$ cat config.mk
export PLATFORM = sky130hd
export DESIGN_NAME = decompress_ctrl
export DESIGN_NICKNAME = d
export VERILOG_FILES = /design/src/rtl/decompress_ctrl.sv
export SDC_FILE = /design/constraint.sdc
export NUM_CORES = 1
export LEC_CHECK = 0
export CAP_MARGIN = 0
export CORE_MARGIN = 8
export CORE_UTILIZATION = 38
export CTS_BUF_LIST = sky130_fd_sc_hd__clkbuf_4
export CTS_CLUSTER_DIAMETER = 120
export DETAILED_ROUTE_END_ITERATION = 8
export HOLD_SLACK_MARGIN = 0.03
export PLACE_DENSITY = 0.84
export SLEW_MARGIN = 0
export SYNTH_ARGS = -nofsm -noshare
export SYNTH_HDL_FRONTEND = slang
export SYNTH_SLANG_ARGS = --single-unit
$ cat constraint.sdc
create_clock -name clk -period 3.95 [get_ports clk]
set_clock_uncertainty 0.1 [all_clocks]
set_input_delay 0.79 -clock clk [delete_from_list [all_inputs] [get_ports clk]]
set_output_delay 0.79 -clock clk [all_outputs]
set_load 0.01 [all_outputs]
$ cat src/rtl/decompress_ctrl.sv
// Sequencer for the 8-lane decompress datapath: assembles d-byte groups from the
// packed byte stream, issues them to the datapath and writes one result word per group.
module decompress_ctrl #(
   parameter int NGROUPS = 32,
   parameter int ADDR_W  = 5
) (
   input  logic              clk,
   input  logic              rst,
   input  logic              start,
   input  logic [3:0]        d_sel,
   input  logic              abort,
   output logic              busy,
   output logic              done,
   output logic              err,
   input  logic              in_valid,
   input  logic [7:0]        in_data,
   output logic              in_ready,
   output logic [3:0]        dc_d,
   output logic [7:0]        dc_in_d1,
   output logic [31:0]       dc_in_d4,
   output logic [79:0]       dc_in_d10,
   input  logic [95:0]       dc_out,
   output logic              coef_we,
   output logic [ADDR_W-1:0] coef_addr,
   output logic [95:0]       coef_wdata
);

   localparam logic [2:0] S_IDLE  = 3'd0;
   localparam logic [2:0] S_FILL  = 3'd1;
   localparam logic [2:0] S_ISSUE = 3'd2;
   localparam logic [2:0] S_WRITE = 3'd3;
   localparam logic [2:0] S_DONE  = 3'd4;

   logic [2:0]        state_r;
   logic [2:0]        state_s;
   logic [3:0]        d_r;
   logic [ADDR_W-1:0] grp_r;
   logic [3:0]        byte_r;
   logic [79:0]       pack_r;
   logic              err_r;
   logic              legal_s;
   logic              last_byte_s;
   logic              last_grp_s;

   assign legal_s     = (d_sel == 4'd1) || (d_sel == 4'd4) || (d_sel == 4'd10);
   assign last_byte_s = (byte_r == (d_r - 4'd1));
   assign last_grp_s  = (grp_r == ADDR_W'(NGROUPS - 1));

   // Outputs are decoded from registered state; coef_we is additionally gated by abort
   assign busy       = (state_r == S_FILL) || (state_r == S_ISSUE) || (state_r == S_WRITE);
   assign in_ready   = (state_r == S_FILL);
   assign done       = (state_r == S_DONE);
   assign coef_we    = (state_r == S_WRITE) && !abort;
   assign err        = err_r;
   assign coef_addr  = grp_r;
   assign coef_wdata = dc_out;
   assign dc_d       = d_r;
   assign dc_in_d1   = pack_r[7:0];
   assign dc_in_d4   = pack_r[31:0];
   assign dc_in_d10  = pack_r;

   // Next-state logic
   always_comb begin
      state_s = state_r;
      case (state_r)
         S_IDLE: begin
            if (start && legal_s) state_s = S_FILL;
            else                  state_s = S_IDLE;
         end
         S_FILL: begin
            if (abort)                        state_s = S_IDLE;
            else if (in_valid && last_byte_s) state_s = S_ISSUE;
            else                              state_s = S_FILL;
         end
         S_ISSUE: begin
            if (abort) state_s = S_IDLE;
            else       state_s = S_WRITE;
         end
         S_WRITE: begin
            if (abort)           state_s = S_IDLE;
            else if (last_grp_s) state_s = S_DONE;
            else                 state_s = S_FILL;
         end
         S_DONE:  state_s = S_IDLE;
         default: state_s = S_IDLE;
      endcase
   end

   // State, counters and the little-endian byte pack
   always_ff @(posedge clk or posedge rst) begin
      if (rst) begin
         state_r <= S_IDLE;
         d_r     <= 4'd0;
         grp_r   <= '0;
         byte_r  <= 4'd0;
         pack_r  <= 80'd0;
         err_r   <= 1'b0;
      end else begin
         state_r <= state_s;
         err_r   <= (state_r == S_IDLE) && start && !legal_s;
         case (state_r)
            S_IDLE: begin
               if (start && legal_s) begin
                  d_r    <= d_sel;
                  grp_r  <= '0;
                  byte_r <= 4'd0;
                  pack_r <= 80'd0;
               end
            end
            S_FILL: begin
               if (!abort && in_valid) begin
                  pack_r[8*byte_r +: 8] <= in_data;
                  byte_r <= last_byte_s ? 4'd0 : byte_r + 4'd1;
               end
            end
            S_WRITE: begin
               if (!abort && !last_grp_s) grp_r <= grp_r + ADDR_W'(1);
            end
            default: begin
            end
         endcase
      end
   end

endmodule

# Word-level counts from Yosys, hierarchy flattened
# Cells that the tools add are included.
[totals]
ram_bits = 0
mem_count = 0
latchBits = 0
output_inout_bits = 230
elab_cells = 62
regBits = 97
rom_bits = 0
[op_classes]
n_div = 0
eq_ne = 12
addsub = 4
n_shift = 2
n_bitwise = 0
mux = 18
n_lt_le_gt_ge = 0
n_reduce_logical = 20
mul = 0
[op_table]
columns = ["operator", "count"]
rows = [
  ["$mux W80", 2],
  ["$pmux W80 S2", 1],
  ["$bwmux W80", 1],
  ["$shift A8 B34 Y80 const A", 1],
  ["$shiftx A8 B34 Y80", 1],
  ["$neg A7 Y34", 1],
  ["$mux W4", 3],
  ["$pmux W3 S4", 1],
  ["$mux W5", 2],
  ["$pmux W5 S2", 1],
  ["$pmux W4 S2", 1],
  ["$logic_and A1 B1 Y1", 7],
  ["$eq A3 B2 Y1 const B", 2],
  ["$mux W2", 3],
  ["$mux W3", 2],
  ["$reduce_and A3 Y1", 2],
  ["$add A5 B1 Y5 const B", 1],
  ["$eq A5 B5 Y1 const B", 1],
  ["$add A4 B1 Y4 const B", 1],
  ["$eq A4 B1 Y1 const B", 1],
  ["$eq A4 B3 Y1 const B", 1],
  ["$eq A4 B4 Y1", 1],
  ["$eq A4 B4 Y1 const B", 1],
  ["$logic_or A1 B1 Y1", 4],
  ["other kinds (10)", 14],
]

# Logic depth before layout (Yosys ltp)
# Gate-level depths: netlist of run 1.
[logic_depth]
word_depth = 6
mapped_depth = 10
depth_no_buf = 7

# Worst setup path after synthesis of run 1
# Ideal clock, no wire load.
[synth_timing]
path_kind = "register -> register"
from = "reg byte_r[0]"
to = "reg pack_r[66] (netlist: dc_in_d10[66])"
arrival_ns = 2.290
setup_slack_ns = 1.422
path_stages_with_launch = 11
setup_time_ns = 0.138
period_less_slack_ns = 2.528
required_ns = 3.712
cell_sequence = "dfrtp_1 -> clkbuf_1 -> inv_1 -> ha_1 -> buf_2 -> or2_2 -> a2111oi_0 -> o22ai_1 -> buf_2 -> nand2_1 -> o21ai_0"
[synth_between]
elab_chain_len = 5
word_cells_on_any_way = 6
classes_between = "1 x add/sub; 2 x shift; 3 x mux"
[synth_rtl]
columns = ["element", "line_no", "source"]
rows = [
  ["start, declared", "38", "logic [3:0] byte_r;"],
  ["start signal, assigned", "113", "byte_r <= last_byte_s ? 4'd0 : byte_r + 4'd1;"],
  ["$neg A7 Y34 *", "112", "pack_r[8*byte_r +: 8] <= in_data;"],
  ["$shiftx A8 B34 Y80 or $shift A8 B34 Y80 (tied branches)", "112", ""],
  ["$bwmux W80 *", "112", ""],
  ["$mux W80 *", "111", "if (!abort && in_valid) begin"],
  ["$pmux W80 S2 *", "101", "case (state_r)"],
  ["end signal, assigned by index", "112", ""],
  ["end, declared", "39", "logic [79:0] pack_r;"],
]
# Mark *: on every way between the ends. The rest lies on a longest branch, timed or not. The select of a mux whose other input is x is not followed.
# A chain may end at the register's enable or synchronous reset.

# Worst setup path after layout of run 1
[layout_timing]
from = "reg state_r[2]"
to = "out in_ready"
[layout_between]
elab_chain_len = 1
[layout_rtl]
columns = ["element", "line_no", "source"]
rows = [
  ["start, declared", "34", "logic [2:0] state_r;"],
  ["start signal, assigned", "99", "state_r <= state_s;"],
  ["$eq A3 B1 Y1", "51", "assign in_ready = (state_r == S_FILL);"],
  ["end, declared", "17", "output logic in_ready,"],
]
# Every way passes these cells.

==> metrics.csv, run 1 <==
stage,metric,value,unit
die,die_w,133.9,µm
global_route,grt_pass1_vias,3919,
cts,postCtsSetupRepairBufs,0,
synthesis,async_reset_ff_frac,1.000,
synthesis,ys.flop_type,dfrtp_1,
detailed_routing,totalWireLength,14720,µm
critical_path,cp.depth,3,
detailed_routing,first_pass_iters,5,
finish,mostFrequentLayoutCell,clkdlybuf4s50_1,
detailed_routing,ant_nets,0,
critical_path,rr_worst_depth,6,
finish,drive_gt1_frac,0.07104,
global_route,overflow,0,
cts,cts_tree,done,
critical_path,required,3.06,ns
cts,cts-buffers-inserted,9,
critical_path,path_buf_inv,2,
cts,cts_buffer_depth,2,
timing,max_freq,0.2910,GHz
critical_path,crit_path_end_kind,output pin,
timing,tightest_slew,1.061,ns
critical_path,cp_max_fo,12,
timing,rsz0062_at_grt,false,
global_route,antenna_found_initial,1,
detailed_routing,wl_per_cell,20.16,µm
critical_path,critPathSlowestCell,or3b_1,
global_route,grt_max_degree,52,
die,start_util,0.3847,
die,ios,343,
critical_path,slowest_delay,0.64,ns
synthesis,synth-edff-count,0,
detailed_routing,drt-initial-drc-count,268,
synthesis,synth_nets,649,
critical_path,worstPathCellList,or3b_1 -> inv_1 -> clkdlybuf4s50_1,
synthesis,syn-mean-instance-area,9.958,µm²
cts,cts.sinks,97,
die,die_area,17920,µm²
critical_path,critPathKind,reg -> out,
pwr,cellLeakagePower,2.406,nW
timing,max_slew_margin,0.2929,
synthesis,ys_seq_elements,97,
cts,insertion_delay,0.47,ns
cts,hold_buffers,0,
placement,io_buffers,150,
finish,fin_nets,663,
die,core,13720,µm²
die,rows,43,
global_route,grt_first_pass_wirelength,22460,µm
status,status,finished clean,
timing,fin_crit_sh,0.8700,
critical_path,critPathLaunchType,register,
pwr,p_per_area,358.9,nW/µm²
finish,layout_common_cells,"clkdlybuf4s50_1 (150), dfrtp_1 (97), nand2_1 (71)",
hold_path,holdPathStages,2,
detailed_routing,vias,3821,
critical_path,worst_ep_arrival_time,2.55,ns
cts,cts_root_buf,clkbuf_4,
cts,post_cts_resized,0,
run,maxCapViolations,0,
timing,period_minus_slack,3.436,ns
critical_path,crit_family,buffers and inverters,
detailed_routing,drc,0,
hold_path,hold_path_class,reg -> reg,
timing,hold_viol,0,
timing,setup_violations,0,
pwr,ir_worst_vdd,145.1,µV
synthesis,synthCells,530,
detailed_routing,detail_route.vias_per_cell,5.234,
placement,gp_congestion,0.8532,
timing,timing.hold.ws,0.3990,ns
die,fp.dieH,133.9,µm
synthesis,yosysUniqueCellTypes,54,
synthesis,ys_warn_count,0,
finish,syn_to_final_growth,14.94,%
synthesis,synth-seq-area-share,0.4599,
placement,dp_hpwl,11400,µm
cts,htreeDepth,3,
global_route,grt_usage,0.1603,
cts,clk_pin_slew_worst_paths,0.16,ns
timing,setup-tns-final,0,ns
synthesis,syn_area,5278,µm²
timing,slew_violations,0,
per-stage QoR:
step	setup WS [ns]	utilization	instances	total power, mW	area, µm²
global placement	0.5711	0.4316	713	1.634	5921
finish	0.5137	0.4421	730	2.177	6066
global route	0.4048	0.4421	730	2.283	6066
floorplan	0.5263	-	530	1.555	5278
detailed placement	0.4642	0.4316	713	1.652	5921
CTS	0.5023	0.4420	729	2.188	6063
cell usage after synthesis, types with 2 or more instances:
cell       instances  area, µm²
nor3_1             6      30.03
xnor2_1            6      52.55
inv_1             16      60.06
nor4_1             5      31.28
nand2_1           71      266.5
o21ai_1            4      20.02
buf_4            137       1028
nor2_2             2      12.51
or4b_1             2      20.02
and3_1             2      12.51
mux2_2             3      33.78
nor2_1            11      41.29
nand2_2            2      12.51
nand3_1            9      45.04
a21oi_1            2      10.01
a22o_1            13      113.9
or3_1              3      18.77
o41ai_1            2      17.52
buf_2              6      30.03
o21ai_2            4      35.03
o22ai_1            6      37.54
a2111oi_0          2      17.52
a211oi_1           2      15.01
and2_1             4      25.02
clkbuf_1           5      18.77
o21ai_0           40      200.2
dfrtp_1           97       2427
nand4_1            2      12.51
o2bb2ai_1         32      280.3
ha_1               6      75.07
nand2b_1           4      25.02
xor2_1             2      17.52
where the power goes:
| part | internal [mW] | switching (mW) |
|---|---|---|
| logic | 0.220 | 0.323 |
| clock network | 0.203 | 0.340 |
| registers | 1.04 | 0.0545 |
| total | 1.46 | 0.718 |
cells by family after synthesis:
group           Yosys count  share of synthesized area
compound gates          114                     0.1558
mux                       3                   0.006401
flops                    97                     0.4599
buf+inv                 166                     0.2214
simple gates            136                     0.1290
fa+ha+maj                 6                    0.01422
xor+xnor                  8                    0.01328
worst register-to-register path, cell delays in order (launching register included):
cell and delay [ns]:
dfrtp_1 0.55, nor3_1 0.28, ha_1 0.34, nand2b_1 0.32, a2111oi_0 0.12, o22ai_1 0.85
o21ai_0 0.23
final timing paths:
check,startpoint,endpoint,slack [ns]
max in group asynchronous,rst,dc_in_d10[41]$_DFFE_PP0P_,2.32
hold / removal,dc_in_d10[53]$_DFFE_PP0P_,dc_in_d10[53]$_DFFE_PP0P_,0.40
min in group asynchronous,rst,dc_in_d10[60]$_DFFE_PP0P_,0.64
setup reg to reg,byte_r[0]$_DFFE_PP0P_,dc_in_d10[51]$_DFFE_PP0P_,1.00
hold reg to reg,dc_in_d10[53]$_DFFE_PP0P_,dc_in_d10[53]$_DFFE_PP0P_,0.40
setup / recovery,state_r[2]$_DFF_PP0_,in_ready,0.51
area by class of cell:
class,instances,area (µm²)
antenna,1,2.502
clock buffer,10,75.07
clock inverter,6,67.56
fill,1285,7654
inverter,16,62.56
multi-input combinational,267,1682
sequential,97,2427
tap,180,225.2
timing repair buffer,153,1524
flip-flops by register name (all words and copies together) (netlist names):
signal	count
dc_in_d10	80
coef_addr	5
byte_r	4
dc_d	4
state_r	3
err	1
metal layers:
| layer | global-route usage | vias up | share of wire |
|---|---|---|---|
| li1 | - | 1730 | - |
| met1 | 0.1769 | 1834 | 0.39 |
| met2 | 0.2589 | 200 | 0.48 |
| met3 | 0.06844 | 57 | 0.10 |
| met4 | 0.08297 | 0 | 0.033 |
| met5 | 0 | - | 0 |
Power figures use the tool's default switching activity.
==> inputs of run 2 (changes only) <==
Settings changed: MAX_ROUTING_LAYER from default to met4.
==> metrics.csv, run 2 (same netlist as run 1, synthesis figures left out) <==
stage,metric,value,unit
status,status,finished clean,
timing,max_freq,0.2917,GHz
cts,cts_buffer_depth,2,
cts,cts_tree,done,
timing,rsz0062_at_grt,false,
finish,drive_gt1_frac,0.07104,
global_route,antenna_found_initial,1,
critical_path,critPathLaunchType,register,
global_route,grt_pass1_vias,3911,
timing,period_minus_slack,3.429,ns
critical_path,crit_start,state_r[2]$_DFF_PP0_,
global_route,grt_max_degree,52,
critical_path,cp_max_fo,12,
critical_path,crit_path_end_kind,output pin,
critical_path,worst_ep_arrival_time,2.54,ns
cts,cts_root_buf,clkbuf_4,
timing,slew_violations,0,
finish,largest_reg_flops,80,
critical_path,slowest_delay,0.64,ns
die,rows,43,
pwr,pwr-share-seq,0.502,
critical_path,reg2reg_from,byte_r[0]$_DFFE_PP0P_,
die,fp.dieH,133.9,µm
cts,insertion_delay,0.46,ns
die,die_area,17920,µm²
global_route,grt_first_pass_wirelength,22470,µm
pwr,p_comb_frac,0.250,
pwr,p_sw,0.7101,mW
detailed_routing,ant_nets,0,
cts,post_cts_resized,0,
detailed_routing,drt-initial-drc-count,267,
cts,clk_pin_slew_worst_paths,0.16,ns
finish,nFillCells,1285,
detailed_routing,vias,3804,
pwr,power.internal,1.459,mW
critical_path,cp-endpoint,in_ready,
cts,postCtsSetupRepairBufs,0,
placement,dp_hpwl,11400,µm
timing,hold_viol,0,
critical_path,rr_worst_depth,6,
cts,cts.sinks,97,
detailed_routing,totalWireLength,14640,µm
critical_path,reg2reg_slack,1.01,ns
finish,mostFrequentLayoutCell,clkdlybuf4s50_1,
detailed_routing,detail_route.vias_per_cell,5.211,
pwr,p_per_area,357.6,nW/µm²
hold_path,holdPathStages,2,
timing,setup-tns-final,0,ns
die,die_w,133.9,µm
detailed_routing,first_pass_iters,5,
finish,layout_common_cells,"clkdlybuf4s50_1 (150), dfrtp_1 (97), nand2_1 (71)",
hold_path,hold_path_class,reg -> reg,
placement,io_buffers,150,
pwr,ir_worst_vdd,145.0,µV
critical_path,worstPathCellList,or3b_1 -> inv_1 -> clkdlybuf4s50_1,
timing,max_slew_margin,0.2820,
cts,cts-buffers-inserted,9,
critical_path,critPathSlowestCell,or3b_1,
cts,htreeDepth,3,
pwr,cellLeakagePower,2.406,nW
die,ios,343,
critical_path,r2r-end,dc_in_d10[51]$_DFFE_PP0P_,
finish,fin_nets,663,
global_route,overflow,0,
die,start_util,0.3847,
critical_path,required,3.06,ns
run,maxCapViolations,0,
pwr,p_sw_frac,0.3274,
placement,gp_congestion,0.8667,
pwr,power_frac_clock,0.248,
die,core,13720,µm²
timing,tightest_slew,1.077,ns
global_route,grt_usage,0.1647,
cts,hold_buffers,0,
finish,post-route-util,0.4421,
timing,setup_violations,0,
critical_path,critPathKind,reg -> out,
detailed_routing,drc,0,
finish,syn_to_final_growth,14.94,%
detailed_routing,wl_per_cell,20.06,µm
timing,fin_crit_sh,0.8680,
## run 2: cell counts in the layout (fill, tap and decap cells not counted)
No cell type changed its count.
## run 2: worst min-delay path by stage
stage	slack (ns)	endpoint	startpoint
global route	0.43	dc_in_d10[71]$_DFFE_PP0P_	dc_in_d10[71]$_DFFE_PP0P_
finish	0.40	dc_in_d10[53]$_DFFE_PP0P_	dc_in_d10[53]$_DFFE_PP0P_
floorplan	0.41	dc_in_d10[60]$_DFFE_PP0P_	dc_in_d10[60]$_DFFE_PP0P_
CTS	0.40	dc_in_d10[53]$_DFFE_PP0P_	dc_in_d10[53]$_DFFE_PP0P_
detailed placement	0.37	dc_in_d10[53]$_DFFE_PP0P_	dc_in_d10[53]$_DFFE_PP0P_
global placement	0.36	dc_in_d10[49]$_DFFE_PP0P_	dc_in_d10[49]$_DFFE_PP0P_
## run 2: routing by layer
metal | global-route usage | vias to the layer above | share of wire
li1 | - | 1735 | -
met1 | 0.1811 | 1839 | 0.40
met2 | 0.2591 | 172 | 0.49
met3 | 0.06096 | 58 | 0.086
met4 | 0.08297 | 0 | 0.029
met5 | - | - | 0
## run 2: power by group through the flow
stage	Sequential [mW]	Clock, mW	Combinational, mW
after floorplan	1.11	0	0.447
after global placement	1.11	0	0.526
after detailed placement	1.11	0	0.542
after CTS	1.09	0.553	0.544
after global routing	1.10	0.589	0.593
final	1.09	0.538	0.541
## run 2: through the flow
stage / total power, mW / hold WS, ns / instance area (µm²) / cells / setup slack, ns
after floorplan: 1.555 / 0.4135 / 5278 / 530 / 0.5263
after global placement: 1.634 / 0.3646 / 5921 / 713 / 0.5711
after detailed placement: 1.652 / 0.3704 / 5921 / 713 / 0.4642
after CTS: 2.188 / 0.4002 / 6063 / 729 / 0.5023
after global routing: 2.282 / 0.4307 / 6066 / 730 / 0.4094
final: 2.169 / 0.4007 / 6066 / 730 / 0.5214
## run 2: cell type report
| class | instances | area [µm²] | share of cell area |
|---|---|---|---|
| antenna | 1 | 2.502 | 0.0004125 |
| clock inverter | 6 | 67.56 | 0.01114 |
| clock buffer | 10 | 75.07 | 0.01238 |
| sequential | 97 | 2427 | 0.4002 |
| inverter | 16 | 62.56 | 0.01031 |
| multi-input combinational | 267 | 1682 | 0.2772 |
| timing repair buffer | 153 | 1524 | 0.2512 |
| tap | 180 | 225.2 | 0.03713 |
## run 2: worst max-delay path, delay by kind of cell, from the launching register on
kind                   cells  cell delay, ns
AND/OR/NAND/NOR            1            0.64
flip-flops                 1            0.49
buffers and inverters      2            0.94
==> inputs of run 3 (changes only) <==
Settings changed: GPL_ROUTABILITY_DRIVEN from default to 0.
==> results of run 3 <==
Same layout as run 2: the final DEF is identical, and so are final timing and power.
